`config.mk`:
```
export PLATFORM = sky130hd
export DESIGN_NAME = trigger_link_rx_decoder
export DESIGN_NICKNAME = d
export VERILOG_FILES = /design/src/rtl/gem_trig_link_pkg.sv /design/src/rtl/trigger_link_rx_align.sv /design/src/rtl/trigger_link_rx_decoder.sv
export SDC_FILE = /design/constraint.sdc
export NUM_CORES = 1
export LEC_CHECK = 0
export ABC_CLOCK_PERIOD_IN_PS = 4000
export CAP_MARGIN = 20
export CORE_MARGIN = 1
export CORE_UTILIZATION = 40
export CTS_BUF_LIST = sky130_fd_sc_hd__clkbuf_2
export CTS_CLUSTER_SIZE = 30
export DETAILED_ROUTE_END_ITERATION = 12
export GPL_ROUTABILITY_DRIVEN = 0
export GPL_TIMING_DRIVEN = 1
export PLACE_DENSITY_LB_ADDON = 0.3
export SLEW_MARGIN = 20
export SYNTH_ARGS = -nofsm -noshare
export SYNTH_HDL_FRONTEND = slang
export SYNTH_SLANG_ARGS = --single-unit
```
`constraint.sdc`:
```
create_clock -name clk_160 -period 4 [get_ports clk_160]
set_input_delay 0.4 -clock clk_160 [delete_from_list [all_inputs] [get_ports clk_160]]
set_output_delay 0.4 -clock clk_160 [all_outputs]
set_load 0.05 [all_outputs]
```
`src/rtl/gem_trig_link_pkg.sv`:
```
// rtl/gem_trig_link_pkg.sv - GEM trigger link frame constants shared by TX and RX
package gem_trig_link_pkg;

  localparam logic [7:0] K_NORM    = 8'hBC;
  localparam logic [7:0] K_BC0     = 8'hF7;
  localparam logic [7:0] K_OVF     = 8'h1C;
  localparam logic [7:0] K_BC0_OVF = 8'hFC;

  localparam int WORDS_PER_BX = 4;
  localparam int N_CLUSTERS   = 4;
  localparam int CLUSTER_W    = 14;
  localparam logic [CLUSTER_W-1:0] INVALID_CLUSTER = 14'h3FFF;

  typedef enum logic [1:0] {
    ST_HUNT,
    ST_SYNC,
    ST_LOCKED
  } align_state_t;

  function automatic logic is_marker(input logic [7:0] b);
    return (b == K_NORM) || (b == K_BC0) || (b == K_OVF) || (b == K_BC0_OVF);
  endfunction

endpackage

```
`src/rtl/trigger_link_rx_align.sv`:
```
// rtl/trigger_link_rx_align.sv - word phase counter and HUNT/SYNC/LOCKED frame alignment
module trigger_link_rx_align
  import gem_trig_link_pkg::*;
#(
  parameter int LOCK_COUNT   = 8,
  parameter int UNLOCK_COUNT = 4
) (
  input  logic        clk_160,
  input  logic        reset_n,
  input  logic [15:0] rx_data,
  input  logic [1:0]  rx_charisk,
  input  logic [1:0]  rx_code_err,
  output logic [1:0]  phase,
  output logic        locked,
  output logic        frame_done,
  output logic        frame_good
);

  localparam int GW = $clog2(LOCK_COUNT + 1);
  localparam int BW = $clog2(UNLOCK_COUNT + 1);

  align_state_t  state, state_next;
  logic [1:0]    phase_next;
  logic [GW-1:0] good_cnt, good_next;
  logic [BW-1:0] bad_cnt, bad_next;
  logic          ok_acc, ok_next;
  logic          marker_word, data_word_ok, word_ok;

  assign marker_word  = (rx_charisk == 2'b01) && (rx_code_err == 2'b00) && is_marker(rx_data[7:0]);
  assign data_word_ok = (rx_charisk == 2'b00) && (rx_code_err == 2'b00);
  assign word_ok      = (phase == 2'd0) ? marker_word : data_word_ok;

  // ok_acc holds the verdict on the words of the current frame already seen
  assign frame_done = (state != ST_HUNT) && (phase == 2'd3);
  assign frame_good = ok_acc && word_ok;
  assign locked     = (state == ST_LOCKED);

  always_ff @(posedge clk_160 or negedge reset_n) begin
    if (!reset_n) begin
      state    <= ST_HUNT;
      phase    <= 2'd0;
      good_cnt <= '0;
      bad_cnt  <= '0;
      ok_acc   <= 1'b0;
    end else begin
      state    <= state_next;
      phase    <= phase_next;
      good_cnt <= good_next;
      bad_cnt  <= bad_next;
      ok_acc   <= ok_next;
    end
  end

  always_comb begin
    state_next = state;
    phase_next = phase + 2'd1;
    good_next  = good_cnt;
    bad_next   = bad_cnt;
    ok_next    = (phase == 2'd0) ? word_ok : (ok_acc && word_ok);
    case (state)
      ST_HUNT: begin
        // phase parks at 0 so the next marker word is taken as w0
        phase_next = 2'd0;
        if (marker_word) begin
          phase_next = 2'd1;
          good_next  = GW'(1);
          state_next = ST_SYNC;
        end
      end
      ST_SYNC: begin
        if (frame_done) begin
          if (!frame_good) begin
            state_next = ST_HUNT;
          end else if (good_cnt >= GW'(LOCK_COUNT)) begin
            state_next = ST_LOCKED;
            bad_next   = '0;
          end else begin
            good_next = good_cnt + GW'(1);
          end
        end
      end
      ST_LOCKED: begin
        if (frame_done) begin
          if (frame_good) begin
            bad_next = '0;
          end else if (bad_cnt + BW'(1) >= BW'(UNLOCK_COUNT)) begin
            bad_next   = '0;
            state_next = ST_HUNT;
          end else begin
            bad_next = bad_cnt + BW'(1);
          end
        end
      end
      default: state_next = ST_HUNT;
    endcase
  end

endmodule

```
`src/rtl/trigger_link_rx_decoder.sv`:
```
// rtl/trigger_link_rx_decoder.sv - GEM trigger link receiver: frame decode, BX check, error counters
module trigger_link_rx_decoder
  import gem_trig_link_pkg::*;
#(
  parameter int LOCK_COUNT    = 8,
  parameter int UNLOCK_COUNT  = 4,
  parameter int BX_PER_ORBIT  = 3564,
  parameter int ERR_CNT_WIDTH = 16
) (
  input  logic                     clk_160,
  input  logic                     reset_n,
  input  logic [15:0]              rx_data,
  input  logic [1:0]               rx_charisk,
  input  logic [1:0]               rx_code_err,
  input  logic                     cnt_reset,
  output logic [CLUSTER_W-1:0]     cluster0,
  output logic [CLUSTER_W-1:0]     cluster1,
  output logic [CLUSTER_W-1:0]     cluster2,
  output logic [CLUSTER_W-1:0]     cluster3,
  output logic [3:0]               valid_clusters,
  output logic                     frame_strobe,
  output logic                     bc0,
  output logic                     overflow,
  output logic [11:0]              bxn,
  output logic                     locked,
  output logic                     frame_err,
  output logic                     bx_err,
  output logic [ERR_CNT_WIDTH-1:0] frame_err_cnt,
  output logic [ERR_CNT_WIDTH-1:0] bx_err_cnt
);

  logic [1:0]  phase;
  logic        align_locked, frame_done, frame_good;
  logic [7:0]  marker_q, d0_q;
  logic [15:0] w1_q, w2_q;
  logic [55:0] frame_data;

  logic [N_CLUSTERS-1:0][CLUSTER_W-1:0] clus_new, clus_q;
  logic [N_CLUSTERS-1:0]                valid_new;

  logic        strobe, good_strobe, bad_strobe, is_bc0, is_ovf, bc0_frame, bx_err_next, bc0_seen;
  logic [11:0] bxn_next;

  trigger_link_rx_align #(
    .LOCK_COUNT  (LOCK_COUNT),
    .UNLOCK_COUNT(UNLOCK_COUNT)
  ) u_align (
    .clk_160    (clk_160),
    .reset_n    (reset_n),
    .rx_data    (rx_data),
    .rx_charisk (rx_charisk),
    .rx_code_err(rx_code_err),
    .phase      (phase),
    .locked     (align_locked),
    .frame_done (frame_done),
    .frame_good (frame_good)
  );

  always_ff @(posedge clk_160 or negedge reset_n) begin
    if (!reset_n) begin
      marker_q <= '0;
      d0_q     <= '0;
      w1_q     <= '0;
      w2_q     <= '0;
    end else begin
      case (phase)
        2'd0: begin
          marker_q <= rx_data[7:0];
          d0_q     <= rx_data[15:8];
        end
        2'd1:    w1_q <= rx_data;
        2'd2:    w2_q <= rx_data;
        default: ;
      endcase
    end
  end

  // w3 is taken straight from the input so outputs land one cycle after w3
  assign frame_data = {rx_data, w2_q, w1_q, d0_q};

  always_comb begin
    clus_new  = '0;
    valid_new = '0;
    for (int k = 0; k < N_CLUSTERS; k++) begin
      clus_new[k]  = frame_data[k*CLUSTER_W +: CLUSTER_W];
      valid_new[k] = (clus_new[k][10:9] != 2'b11);
    end
  end

  assign strobe      = align_locked && frame_done;
  assign good_strobe = strobe && frame_good;
  assign bad_strobe  = strobe && !frame_good;
  assign is_bc0      = (marker_q == K_BC0) || (marker_q == K_BC0_OVF);
  assign is_ovf      = (marker_q == K_OVF) || (marker_q == K_BC0_OVF);
  assign bc0_frame   = good_strobe && is_bc0;
  assign bx_err_next = bc0_frame && bc0_seen && (bxn != 12'(BX_PER_ORBIT - 1));
  assign bxn_next    = (bc0_frame || bxn == 12'(BX_PER_ORBIT - 1)) ? 12'd0 : bxn + 12'd1;

  always_ff @(posedge clk_160 or negedge reset_n) begin
    if (!reset_n) begin
      clus_q         <= {N_CLUSTERS{INVALID_CLUSTER}};
      valid_clusters <= '0;
      bc0            <= 1'b0;
      overflow       <= 1'b0;
      frame_strobe   <= 1'b0;
      frame_err      <= 1'b0;
      bx_err         <= 1'b0;
      bxn            <= '0;
      bc0_seen       <= 1'b0;
    end else begin
      frame_strobe <= strobe;
      frame_err    <= bad_strobe;
      bx_err       <= bx_err_next;
      if (good_strobe) begin
        clus_q         <= clus_new;
        valid_clusters <= valid_new;
        bc0            <= is_bc0;
        overflow       <= is_ovf;
      end else if (bad_strobe || !align_locked) begin
        clus_q         <= {N_CLUSTERS{INVALID_CLUSTER}};
        valid_clusters <= '0;
        bc0            <= 1'b0;
        overflow       <= 1'b0;
      end
      if (!align_locked) begin
        bxn      <= '0;
        bc0_seen <= 1'b0;
      end else if (strobe) begin
        bxn <= bxn_next;
        if (bc0_frame) bc0_seen <= 1'b1;
      end
    end
  end

  always_ff @(posedge clk_160 or negedge reset_n) begin
    if (!reset_n) begin
      frame_err_cnt <= '0;
      bx_err_cnt    <= '0;
    end else if (cnt_reset) begin
      frame_err_cnt <= '0;
      bx_err_cnt    <= '0;
    end else begin
      if (bad_strobe && frame_err_cnt != '1) frame_err_cnt <= frame_err_cnt + ERR_CNT_WIDTH'(1);
      if (bx_err_next && bx_err_cnt != '1)   bx_err_cnt    <= bx_err_cnt + ERR_CNT_WIDTH'(1);
    end
  end

  assign cluster0 = clus_q[0];
  assign cluster1 = clus_q[1];
  assign cluster2 = clus_q[2];
  assign cluster3 = clus_q[3];
  assign locked   = align_locked;

endmodule

```
== Word-level counts from Yosys, hierarchy flattened ==
Cells that the tools add are included.
Storage, ports and cells
  register bits after elaboration: 170
  bits of input ports: 23
  output and inout bits: 110
  logic and storage cells: 140
Operators by class
  add/sub/neg operators: 6
  order comparisons: 2
  equal/unequal tests: 32
  multiplexer cells: 41
  reduce and logical (&&, ||, !) cells: 36
Operators by type and width (number)
  56-bit 2-to-1 mux: 2
  16-bit 2-to-1 mux: 4
  8-bit == test, second input constant: 5
  12-bit 2-to-1 mux: 3
  16-bit by 1-bit adder with 16-bit output, second input constant: 2
  16-bit inequality test, second input constant: 2
  4-bit 2-to-1 mux: 6
  3-bit 2-to-1 mux: 6
  8-bit by 5-bit == test with 1-bit output, second input constant: 2
  2-bit 2-to-1 mux: 8
  2-bit inequality test, second input constant: 8
  1-bit logical AND: 13
  12-bit by 1-bit adder with 12-bit output, second input constant: 1
  12-bit == test, second input constant: 1
  12-bit inequality test, second input constant: 1
  2-bit by 1-bit inequality test with 1-bit output, second input constant: 6
  2-bit nonzero test: 6
  5-bit AND reduction: 2
  1-bit 2-to-1 mux: 9
  2-bit logical NOT: 4
  4-bit case mux with 2 select lines: 1
  1-bit logical OR: 7
  2-bit by 1-bit == test with 1-bit output, second input constant: 3
  2-bit == test, second input constant: 3
  11 further kinds: 12

== Logic depth before layout (Yosys ltp) ==
Gate-level depths: netlist of run 1.
  word-level depth: 14
  gate-level depth with buffers: 9

== Hierarchy ==
A second synthesis of run 1 with hierarchy kept.
Unflattened totals
  cell total of the unflattened synthesis: 601
  area total of the unflattened synthesis: 7394.6 µm²
Modules (own cells, without submodules)
  trigger_link_rx_decoder: instances 1, cells an instance 515, area each 6562.5 µm², seq. area each 4023.9 µm²
  trigger_link_rx_align: instances 1, cells an instance 86, area each 832.0 µm², seq. area each 300.3 µm²

== Least setup slack after synthesis of run 1 ==
No wires, ideal clock.
  path kind: reg2reg
  start: register u_align.state[0]
  end: register bx_err_cnt[13]
  data arrival time: 2631 ps
  data required time: 3922 ps
  setup slack: 1291 ps
  stages on the path, launching flop included: 10
  clock period less this slack: 2709 ps
  cell sequence: dfrtp_1 inv_1 ha_1 nand3b_4 inv_2 o2111ai_1 or4b_1 buf_2 or4_1 a21oi_1
Between the ends
  elaborated cells between the ends (all ways): 10
  classes of those cells: eq/ne: 1; reduce/logical: 9
RTL lines
  start: declaration: RTL line trigger_link_rx_align.sv:22  | align_state_t state, state_next;
  start signal: assignment: RTL line trigger_link_rx_align.sv:46  | state <= state_next;
  2-bit == test: RTL line trigger_link_rx_align.sv:36  | assign locked = (state == ST_LOCKED);
  via locked: RTL line trigger_link_rx_decoder.sv:25  | output logic locked,
  1-bit logical AND: RTL line trigger_link_rx_decoder.sv:90  | assign strobe = align_locked && frame_done;
  via strobe: RTL line trigger_link_rx_decoder.sv:41  | logic strobe, good_strobe, bad_strobe, is_bc0, is_ovf, bc0_frame, bx_err_next, bc0_seen;
  1-bit logical AND: RTL line trigger_link_rx_decoder.sv:91  | assign good_strobe = strobe && frame_good;
  1-bit logical AND: RTL line trigger_link_rx_decoder.sv:95  | assign bc0_frame = good_strobe && is_bc0;
  1-bit logical AND (2 in a row): RTL line trigger_link_rx_decoder.sv:96  | assign bx_err_next = bc0_frame && bc0_seen && (bxn != 12'(BX_PER_ORBIT - 1));
  1-bit logical AND: RTL line trigger_link_rx_decoder.sv:144  | if (bx_err_next && bx_err_cnt != '1) bx_err_cnt <= bx_err_cnt + ERR_CNT_WIDTH'(1);
  2-bit nonzero test (no line)
  end signal: assignment: RTL line trigger_link_rx_decoder.sv:144
  end: declaration: RTL line trigger_link_rx_decoder.sv:29  | output logic [ERR_CNT_WIDTH-1:0] bx_err_cnt
The timed path passes the listed nets, and every way through them passes these cells.
A chain may end at the register's enable or synchronous reset.

== Worst setup path in the final report of run 1 ==
  start: register u_align.phase[0]
  end: register bxn[0]
Between the ends
  cells in the longest elaborated chain, start to end: 9
  elaborated cells between the ends (all ways): 13
  classes of those cells: eq/ne: 2; mux: 4; reduce/logical: 7
Ends and longest elaborated chain
  start: declaration: RTL line trigger_link_rx_align.sv:13  | output logic [1:0] phase,
  start signal: assignment: RTL line trigger_link_rx_align.sv:47  | phase <= phase_next;
  2-bit == test or 2-bit logical NOT (tied branches): RTL line trigger_link_rx_align.sv:34, trigger_link_rx_align.sv:31
  1-bit logical AND or 1-bit 2-to-1 mux (tied branches): RTL line trigger_link_rx_align.sv:34, trigger_link_rx_align.sv:31
  1-bit logical AND (on tied branches): RTL line trigger_link_rx_decoder.sv:90, trigger_link_rx_align.sv:35
  1-bit logical AND: RTL line trigger_link_rx_decoder.sv:91
  1-bit logical AND: RTL line trigger_link_rx_decoder.sv:95
  1-bit logical OR: RTL line trigger_link_rx_decoder.sv:97  | assign bxn_next = (bc0_frame || bxn == 12'(BX_PER_ORBIT - 1)) ? 12'd0 : bxn + 12'd1;
  12-bit 2-to-1 mux: RTL line trigger_link_rx_decoder.sv:97
  12-bit 2-to-1 mux: RTL line trigger_link_rx_decoder.sv:128  | end else if (strobe) begin
  12-bit 2-to-1 mux: RTL line trigger_link_rx_decoder.sv:125  | if (!align_locked) begin
  end signal: assignment: RTL line trigger_link_rx_decoder.sv:129  | bxn <= bxn_next;
  end: declaration: RTL line trigger_link_rx_decoder.sv:24  | output logic [11:0] bxn,
Several ways; a longest one is shown, not always the timed one. The select of a mux whose other input is x is not followed.

==> results of run 1 <==
-- power groups by stage --
stage | Combinational [uW] | Clock [uW] | Sequential, uW
after floorplan | 582 | 0 | 2140
after global placement | 756 | 0 | 2170
after detailed placement | 794 | 0 | 2200
after CTS | 797 | 950 | 2160
after global routing | 860 | 1010 | 2210
final | 793 | 905 | 2160
-- layout make-up --
cell class | count | area [um^2]
repair buffers | 143 | 1420
well taps | 260 | 325
inverters | 15 | 56.3
clock inverters | 13 | 146
multi-input cells | 450 | 3270
fillers | 1712 | 9270
flip-flops and latches | 170 | 4320
clock buffers | 18 | 90.1
-- logic make-up (layout without fill, tap and decap cells) --
kind of cell | after synthesis | count (layout) | share of synthesized area (%)
XOR/XNOR | 3 | 3 | 0.337
multiplexers | 58 | 58 | 8.37
buffers and inverters | 53 | 189 | 2.73
AO/OA/AOI/OAI | 165 | 165 | 15.8
adder cells (fa/ha/maj) | 14 | 14 | 2.25
flip-flops | 170 | 170 | 55.4
AND/OR/NAND/NOR | 210 | 210 | 15.0
-- sequential cells by signal, summed over array words and instances, names as in the netlist, 14 cells and up --
register	flops
cluster1	14
w1_q	16
cluster0	14
cluster3	14
frame_err_cnt	16
w2_q	16
cluster2	14
bx_err_cnt	16
-- Yosys cell counts (2+ instances only) --
master	n	area share, %
o31ai_1	18	1.7
o21ai_0	19	1.2
and3b_1	2	0.22
nor4_1	9	0.72
or2_2	3	0.24
o31a_1	3	0.34
and3_1	10	0.80
dfstp_2	56	19
nand3_1	28	1.8
a2bb2oi_1	2	0.22
xnor2_1	3	0.34
mux2_1	3	0.43
o211a_1	2	0.26
clkbuf_1	24	1.2
o2bb2ai_1	2	0.22
nor3_1	13	0.83
o22a_1	52	5.8
a21o_1	2	0.19
o2111ai_1	6	0.67
nor2b_1	13	1.0
nand3b_1	4	0.39
or3_1	9	0.72
and2_1	6	0.48
ha_1	14	2.2
and4_1	3	0.34
nor2_1	26	1.3
a21oi_1	33	2.1
nand4_1	11	0.88
inv_1	14	0.67
or4_1	18	1.7
o21ai_1	3	0.19
a31oi_1	2	0.16
or4b_1	2	0.26
nand2_1	44	2.1
o211ai_1	5	0.48
mux2_2	55	7.9
buf_2	11	0.71
buf_1	3	0.14
a221o_1	5	0.64
dfrtp_1	114	37
-- per-stage QoR --
step	worst slack (ps)	utilization [%]	instances	instance area, um^2
2_1_floorplan	1290	-	673	7800
3_3_place_gp	842	49.7	1037	9380
3_5_place_dp	684	49.6	1037	9380
4_1_cts	728	50.9	1069	9630
5_1_grt	506	50.9	1069	9630
6_report	806	50.9	1069	9630
-- worst max path at each step --
stage,from,to,cells after the start
after floorplan,u_align.state[0],bx_err_cnt[13],9
after global placement,rx_data[6],bxn[7],7
after detailed placement,rx_data[6],bxn[5],7
after CTS,u_align.state[0],locked,3
after global routing,u_align.phase[0],bxn[5],8
final,u_align.phase[0],bxn[0],8
-- worst max-delay path: cells and delay by family (launching register included) --
family | cells | cell delay [ps]
flops | 1 | 470
fa+ha+maj | 1 | 310
buf+inv | 3 | 620
compound gates | 4 | 1690
-- layer usage --
metal	GRT usage, %	share of wire [%]	routed length, um	vias up
met4	6.17	1.2	231	0
li1	-	-	-	2792
met2	31.7	47	9280	218
met5	0	0	0	-
met1	27.7	44	8650	3079
met3	6.72	8.1	1600	27
==> impl_metrics.tcl, run 1 <==
set metrics [dict create \
    status "finished, final reports clean" \
    start_util_pct 41.3 \
    cpMaxStageDelayCell "a221o_1" \
    ir_drop_v 0.000233 \
    ant_nets 0 \
    clockBufferDepth 2 \
    postCtsHoldBufs 1 \
    synth_async_sr_flop_share_pct 100 \
    layout-drive-gt1-share_pct 20.6 \
    worst_setup_path_start_kind "register" \
    p_seq_share_pct 56.0 \
    synth_fp_nets 710 \
    critPathMaxFanout 32 \
    io_buffer_count 132 \
    cp_slowest_stage_delay_ps 870 \
    power_frac_comb_pct 20.5 \
    core_mm2 0.0189 \
    yosysWarnings 0 \
    rsz0062_at_grt "false" \
    min_path_cells 2 \
    period_needed_ps 3190 \
    end_kind "register" \
    post_cts_buffers 0 \
    clk_latency_ps 730 \
    fmax_ghz 0.313 \
    grt_start_max_net_pins 87 \
    worst-r2r-setup-slack_ps 810 \
    grt_overflow 0 \
    dieArea_mm2 0.0201 \
    min_path_type "input port to register" \
    crit_type "register to register" \
    nets 834 \
    arrival_ps 3820 \
    hold-worst-slack_ps 223 \
    holdPathEnd "bx_err_cnt[1]" \
    fin_skew_ps 38.7 \
    wl_per_cell_um 18.5 \
    wirelength_um 19700 \
    initialDrtViolationCount 394 \
    timing.slew.headroom_pct 32.6 \
    area_delta_synth_final_pct 23.4 \
    cts_resized 0 \
    netlist_area_mm2 0.00780 \
    p_per_area_mw_per_mm2 401 \
    drtPass1Iterations 8 \
    chipWidth_um 142 \
    antenna_found_initial 0 \
    worst_pin_slew_ps 1010 \
    grt_pass1_vias 6142 \
    synth_edf_count 0 \
    synth-seq-cells 170 \
    synth.distinct_cells 61 \
    place_hpwl_um 13600 \
    synth_ff_type "dfrtp_1" \
    synth.avg_cell_area_um2 11.6 \
    intPower_uw 2690 \
    setup_viol 0 \
    ioPinCount 133 \
    cts_tree "yes" \
    final_cell_mix "clkdlybuf4s50_1, dfrtp_1, dfstp_2" \
    die_h_um 142 \
    drc 0 \
    track_usage_pct 20.6 \
    clkPwrFrac_pct 23.4 \
    cts_max_level 4 \
    switching_share_pct 30.3 \
    p_total_uw 3860 \
    rows 50 \
    vias 6116 \
    vias_per_cell 5.72 \
    syn-instance-count 673 \
    synth-seq-area-share_pct 55.4 \
    finalHoldViolCount 0 \
    mostFrequentLayoutCell "clkdlybuf4s50_1" \
    cts-root-buf "clkbuf_2" \
    path_clk_slew_ps 240 \
    ff2ff_path_depth 8 \
    r2r_start "u_align.phase[0]" \
    path_cells "inv_1 -> ha_1 -> buf_4 -> o21ai_0 -> a221o_1 -> buf_4 -> o21ai_1 -> o21ai_0" \
    finalMaxSlewViolations 0 \
    cts_buffers 17 \
    grt_pass1_wl_um 32300 \
    p_switching_uw 1170 \
    cap_violations 0 \
    cts.sinks 170 \
    r2r-end "bxn[0]" \
    setup_tns_ps 0 \
    post-route-period-util_pct 79.8 \
    p_leak_uw 0.00368 \
    n_antenna_cell 0 \
    hold_start "cnt_reset" \
    worstPathRequired_ps 4630 \
]
(Power assumes the default switching activity.)
==> run 2: changes to the inputs <==
--- a/config.mk
+++ b/config.mk
@@ -5,7 +5,7 @@
 export SDC_FILE = /design/constraint.sdc
 export NUM_CORES = 1
 export LEC_CHECK = 0
-export ABC_CLOCK_PERIOD_IN_PS = 4000
+export ABC_CLOCK_PERIOD_IN_PS = 2700
 export CAP_MARGIN = 20
 export CORE_MARGIN = 1
 export CORE_UTILIZATION = 40
==> constraint.sdc (replaced) <==
create_clock -name clk_160 -period 2.7 [get_ports clk_160]
set_input_delay 0.27 -clock clk_160 [delete_from_list [all_inputs] [get_ports clk_160]]
set_output_delay 0.27 -clock clk_160 [all_outputs]
set_load 0.05 [all_outputs]
==> run 2 against run 1 <==
  * Final cell count rose by 3.6%
  * Worst hold slack got worse by 57 ps
  * Register-to-register slack got worse by 610 ps
  * Count of clock-buffer cells in the layout did not move
  * Sequential power rose by 49%
  * Largest power group unchanged
  * Highest routed layer unchanged
==> impl_metrics.tcl, run 2 (same netlist as run 1, synthesis figures left out) <==
set metrics [dict create \
    vias_per_cell 5.61 \
    grt_pass1_wl_um 32900 \
    layout-drive-gt1-share_pct 24.1 \
    clk_latency_ps 760 \
    p_seq_share_pct 57.3 \
    arrival_ps 3160 \
    worst_pin_slew_ps 964 \
    start_util_pct 41.3 \
    clockBufferDepth 2 \
    cts_tree "yes" \
    antenna_found_initial 0 \
    track_usage_pct 20.8 \
    timing.slew.headroom_pct 35.5 \
    p_per_area_mw_per_mm2 565 \
    grt_pass1_vias 6242 \
    end_kind "register" \
    worstPathRequired_ps 3360 \
    place_hpwl_um 14000 \
    ir_drop_v 0.000374 \
    dieArea_mm2 0.0201 \
    switching_share_pct 31.5 \
    hold-worst-slack_ps 166 \
    crit_type "register to register" \
    critPathMaxFanout 10 \
    grt_overflow 0 \
    status "finished, final reports clean" \
    fin_skew_ps 44.4 \
    dpl-instance-area_mm2 0.00969 \
    clkPwrFrac_pct 21.6 \
    nets 870 \
    finalHoldViolCount 0 \
    fmax_ghz 0.399 \
    cap_violations 0 \
    p_total_uw 5620 \
    grt_start_max_net_pins 67 \
    die_h_um 142 \
    instances_no_fill 1107 \
    core_mm2 0.0189 \
    vias 6206 \
    io_buffer_count 132 \
    drc 0 \
    p_switching_uw 1770 \
    setup_tns_ps 0 \
    dp.cells 1071 \
    area_delta_synth_final_pct 27.4 \
    power_frac_comb_pct 21.1 \
    wirelength_um 20100 \
    chipWidth_um 142 \
    post-route-period-util_pct 92.7 \
    cts.sinks 170 \
    worst_setup_path_start_kind "register" \
    setup_viol 0 \
    p_leak_uw 0.00388 \
    ioPinCount 133 \
    min_path_type "input port to register" \
    cts_buffers 17 \
    mostFrequentLayoutCell "clkdlybuf4s50_1" \
    cts_max_level 4 \
    wl_per_cell_um 18.1 \
    rows 50 \
    period_needed_ps 2500 \
    cts-root-buf "clkbuf_2" \
    drtPass1Iterations 5 \
    rsz0062_at_grt "false" \
    finalMaxSlewViolations 0 \
    intPower_uw 3850 \
    initialDrtViolationCount 354 \
    design_area_mm2 0.00994 \
    path_clk_slew_ps 280 \
    ant_nets 0 \
    final_cell_mix "clkdlybuf4s50_1, dfrtp_1, dfstp_2" \
]
-- run 2: repair_timing --
| item | 4_1_cts | 5_1_grt |
|---|---|---|
| setup buffers | 0 | 0 |
| hold endpoints to repair | 125 | 0 |
| hold buffers | 3 | 0 |
| gates resized for setup | 1 | 3 |
| endpoints found under the setup margin | 1 | 3 |
| pin swaps | 0 | 0 |
-- run 2: through the flow --
step,util (%),setup WS [ps]
floorplan,-,170
global placement,51.3,84.3
detailed placement,51.3,62.2
CTS,52.6,46.6
global route,52.6,24.0
finish,52.6,196
-- run 2: power by group through the flow --
| stage | combinational, uW | sequential (uW) | clock, uW |
|---|---|---|---|
| detailed placement | 1190 | 3270 | 0 |
| global placement | 1130 | 3230 | 0 |
| finish | 1190 | 3220 | 1210 |
| floorplan | 863 | 3170 | 0 |
| global route | 1310 | 3280 | 1380 |
| CTS | 1200 | 3220 | 1270 |
-- run 2: final cells by class --
cell class	count	area (um^2)
tap	260	325
timing repair buffer	179	1750
multi-input combinational	450	3270
antenna	1	2.50
clock inverter	14	118
inverter	15	56.3
clock buffer	18	90.1
fill	1693	8950
sequential	170	4320
-- run 2: worst max-delay path, stage by stage (launching register included) --
cell	delay (ps)
dfrtp_1	440
inv_1	100
ha_1	300
nand3b_4	190
inv_2	60
o2111ai_1	120
or4b_4	580
or4_1	480
a21oi_1	180
-- run 2: final timing paths --
check,endpoint,slack (ps),from,cells past startpoint
max reg2reg,bx_err_cnt[13],200,u_align.state[0],8
min,cluster3[11],170,rx_data[13],2
min in group asynchronous,w2_q[7],480,reset_n,3
min reg2reg,cluster1[13],530,cluster1[13],1
max in group asynchronous,cluster3[1],1540,reset_n,4
max,bx_err_cnt[13],200,u_align.state[0],8
-- run 2: per-layer routing --
metal,part of all wire (%),track usage (%),up-vias
li1,-,-,2850
met1,45,28.4,3165
met4,1.0,5.21,0
met2,47,32.5,176
met5,0,0,-
met3,7.1,6.14,15
==> run 3: changes to the inputs <==
--- a/config.mk
+++ b/config.mk
@@ -14,7 +14,7 @@
 export DETAILED_ROUTE_END_ITERATION = 12
 export GPL_ROUTABILITY_DRIVEN = 0
 export GPL_TIMING_DRIVEN = 1
-export PLACE_DENSITY_LB_ADDON = 0.3
+export PLACE_DENSITY = 0.63
 export SLEW_MARGIN = 20
 export SYNTH_ARGS = -nofsm -noshare
 export SYNTH_HDL_FRONTEND = slang
==> run 3 against run 2 <==
  * Via count barely moved
  * Highest routed layer unchanged
  * Clock skew is 8.8 ps lower
  * Setup slack worse by 38 ps
  * Largest cell class unchanged
  * Total power is 5.4% higher
  * Wire length grew 0.84%
  * Non-clock buffer count is 1 lower
  * Worst hold slack worse by 120 ps
  * Critical path depth unchanged
==> impl_metrics.tcl, run 3 (same netlist as run 1, synthesis figures left out) <==
set metrics [dict create \
    vias 6205 \
    arrival_ps 3260 \
    cts-root-buf "clkbuf_2" \
    nFillCells 1681 \
    post-route-period-util_pct 94.2 \
    clk_latency_ps 780 \
    fin_skew_ps 35.5 \
    grt_pass1_wl_um 33400 \
    crit_start "u_align.state[0]" \
    top_layer "met4" \
    place_hpwl_um 14000 \
    path_clk_slew_ps 290 \
    final_cell_mix "clkdlybuf4s50_1, dfrtp_1, dfstp_2" \
    worst-r2r-setup-slack_ps 160 \
    layout-drive-gt1-share_pct 24.1 \
    grt_start_max_net_pins 68 \
    min_path_type "input port to asynchronous set/reset pin" \
    wl_met2_um 9520 \
    r2r_start "u_align.state[0]" \
    mostFrequentLayoutCell "clkdlybuf4s50_1" \
    rsz0062_at_grt "false" \
    p_switching_uw 1850 \
    grt_overflow 0 \
    status "finished, final reports clean" \
    timing.slew.headroom_pct 27.6 \
    rows 50 \
    clockBufferDepth 2 \
    worstPathRequired_ps 3420 \
    area_delta_synth_final_pct 28.7 \
    die_h_um 142 \
    start_util_pct 41.3 \
    finalHoldViolCount 0 \
    vias_per_cell 5.61 \
    end_kind "register" \
    initialDrtViolationCount 408 \
    critPathMaxFanout 10 \
    cts_buffers 17 \
    io_buffer_count 132 \
    period_needed_ps 2540 \
    cts_tree "yes" \
    cts_max_level 4 \
    routed-wl-met3_um 1620 \
    clkPwrFrac_pct 25.7 \
    track_usage_pct 21.2 \
    m1WireLength_um 8930 \
    switching_share_pct 31.3 \
    wl_per_cell_um 18.3 \
    ioPinCount 133 \
    intPower_uw 4070 \
    worst_setup_path_start_kind "register" \
    p_leak_uw 0.00393 \
    dieArea_mm2 0.0201 \
    power_frac_comb_pct 20.1 \
    fmax_ghz 0.393 \
    cap_violations 0 \
    ant_nets 0 \
    core_mm2 0.0189 \
    antenna_found_initial 1 \
    worst_pin_slew_ps 1080 \
    crit_type "register to register" \
    drc 0 \
    ir_drop_v 0.000358 \
    setup_tns_ps 0 \
    chipWidth_um 142 \
    p_per_area_mw_per_mm2 590 \
    grt_pass1_vias 6323 \
    wirelength_um 20300 \
    p_seq_share_pct 54.2 \
    setup_viol 0 \
    finalMaxSlewViolations 0 \
    nets 869 \
    drtPass1Iterations 5 \
    hold-worst-slack_ps 44.2 \
    cts.sinks 170 \
]
-- run 3: cell count changes in the layout (fill, tap and decap cells not counted), sizes merged --
cell	previous run	this run
clkinvlp	2	0
buf	46	45
bufinv	0	2
clkinv	8	0
inv	19	28
clkbuf	19	18
-- run 3: power groups by stage --
stage / Clock [uW] / Sequential [uW] / Combinational [uW]
2_1_floorplan: 0 / 3170 / 863
3_3_place_gp: 0 / 3230 / 1140
3_5_place_dp: 0 / 3260 / 1190
4_1_cts: 1570 / 3210 / 1200
5_1_grt: 1680 / 3280 / 1300
6_report: 1520 / 3210 / 1190
-- run 3: worst paths after layout --
path	cells past startpoint	endpoint
worst max-delay path	8	bx_err_cnt[13]
worst min-delay path	2	frame_err_cnt[8]
worst max register to register	8	bx_err_cnt[13]
worst min register to register	1	cluster2[11]
max in group asynchronous	3	w2_q[2]
min in group clk_160	2	cluster3[13]
-- run 3: final cells by class --
class	count	area [um^2]	share of cell area, %
Antenna cell	1	2.50	0.0249
Timing Repair Buffer	178	1780	17.7
Clock buffer	17	85.1	0.848
Clock inverter	15	189	1.88
Sequential cell	170	4320	43.1
Inverter	15	56.3	0.561
Tap cell	260	325	3.24
Multi-Input combinational cell	450	3270	32.6
-- run 3: stage by stage --
stage / std cells / power, uW / util, % / setup slack (ps) / area (um^2)
CTS: 1105 / 5980 / 53.1 / 18.2 / 10000
floorplan: 673 / 4030 / - / 170 / 7800
detailed placement: 1071 / 4450 / 51.6 / -9.72 / 9740
global route: 1106 / 6260 / 53.1 / 35.9 / 10000
finish: 1106 / 5920 / 53.1 / 158 / 10000
global placement: 1071 / 4360 / 51.6 / 47.9 / 9740
-- run 3: timing repair --
action,in CTS,in global routing
hold endpoints to repair,110,0
gates resized for setup,2,2
hold buffers,2,0
pin swaps,0,0
setup buffers,0,0
setup endpoints to repair,1,5
-- run 3: metal layers --
layer  global-route usage (%)  vias up
li1                         -     2849
met4                     4.98        0
met2                     33.2      192
met1                     28.1     3149
met5                        0        -
met3                     7.63       15
-- run 3: worst max-delay path: stages (launching register included) --
cell       delay (ps)
dfrtp_1           450
inv_1             100
ha_1              290
nand3b_4          200
inv_2              80
o2111ai_1         150
or4b_4            580
or4_1             480
a21oi_1           140
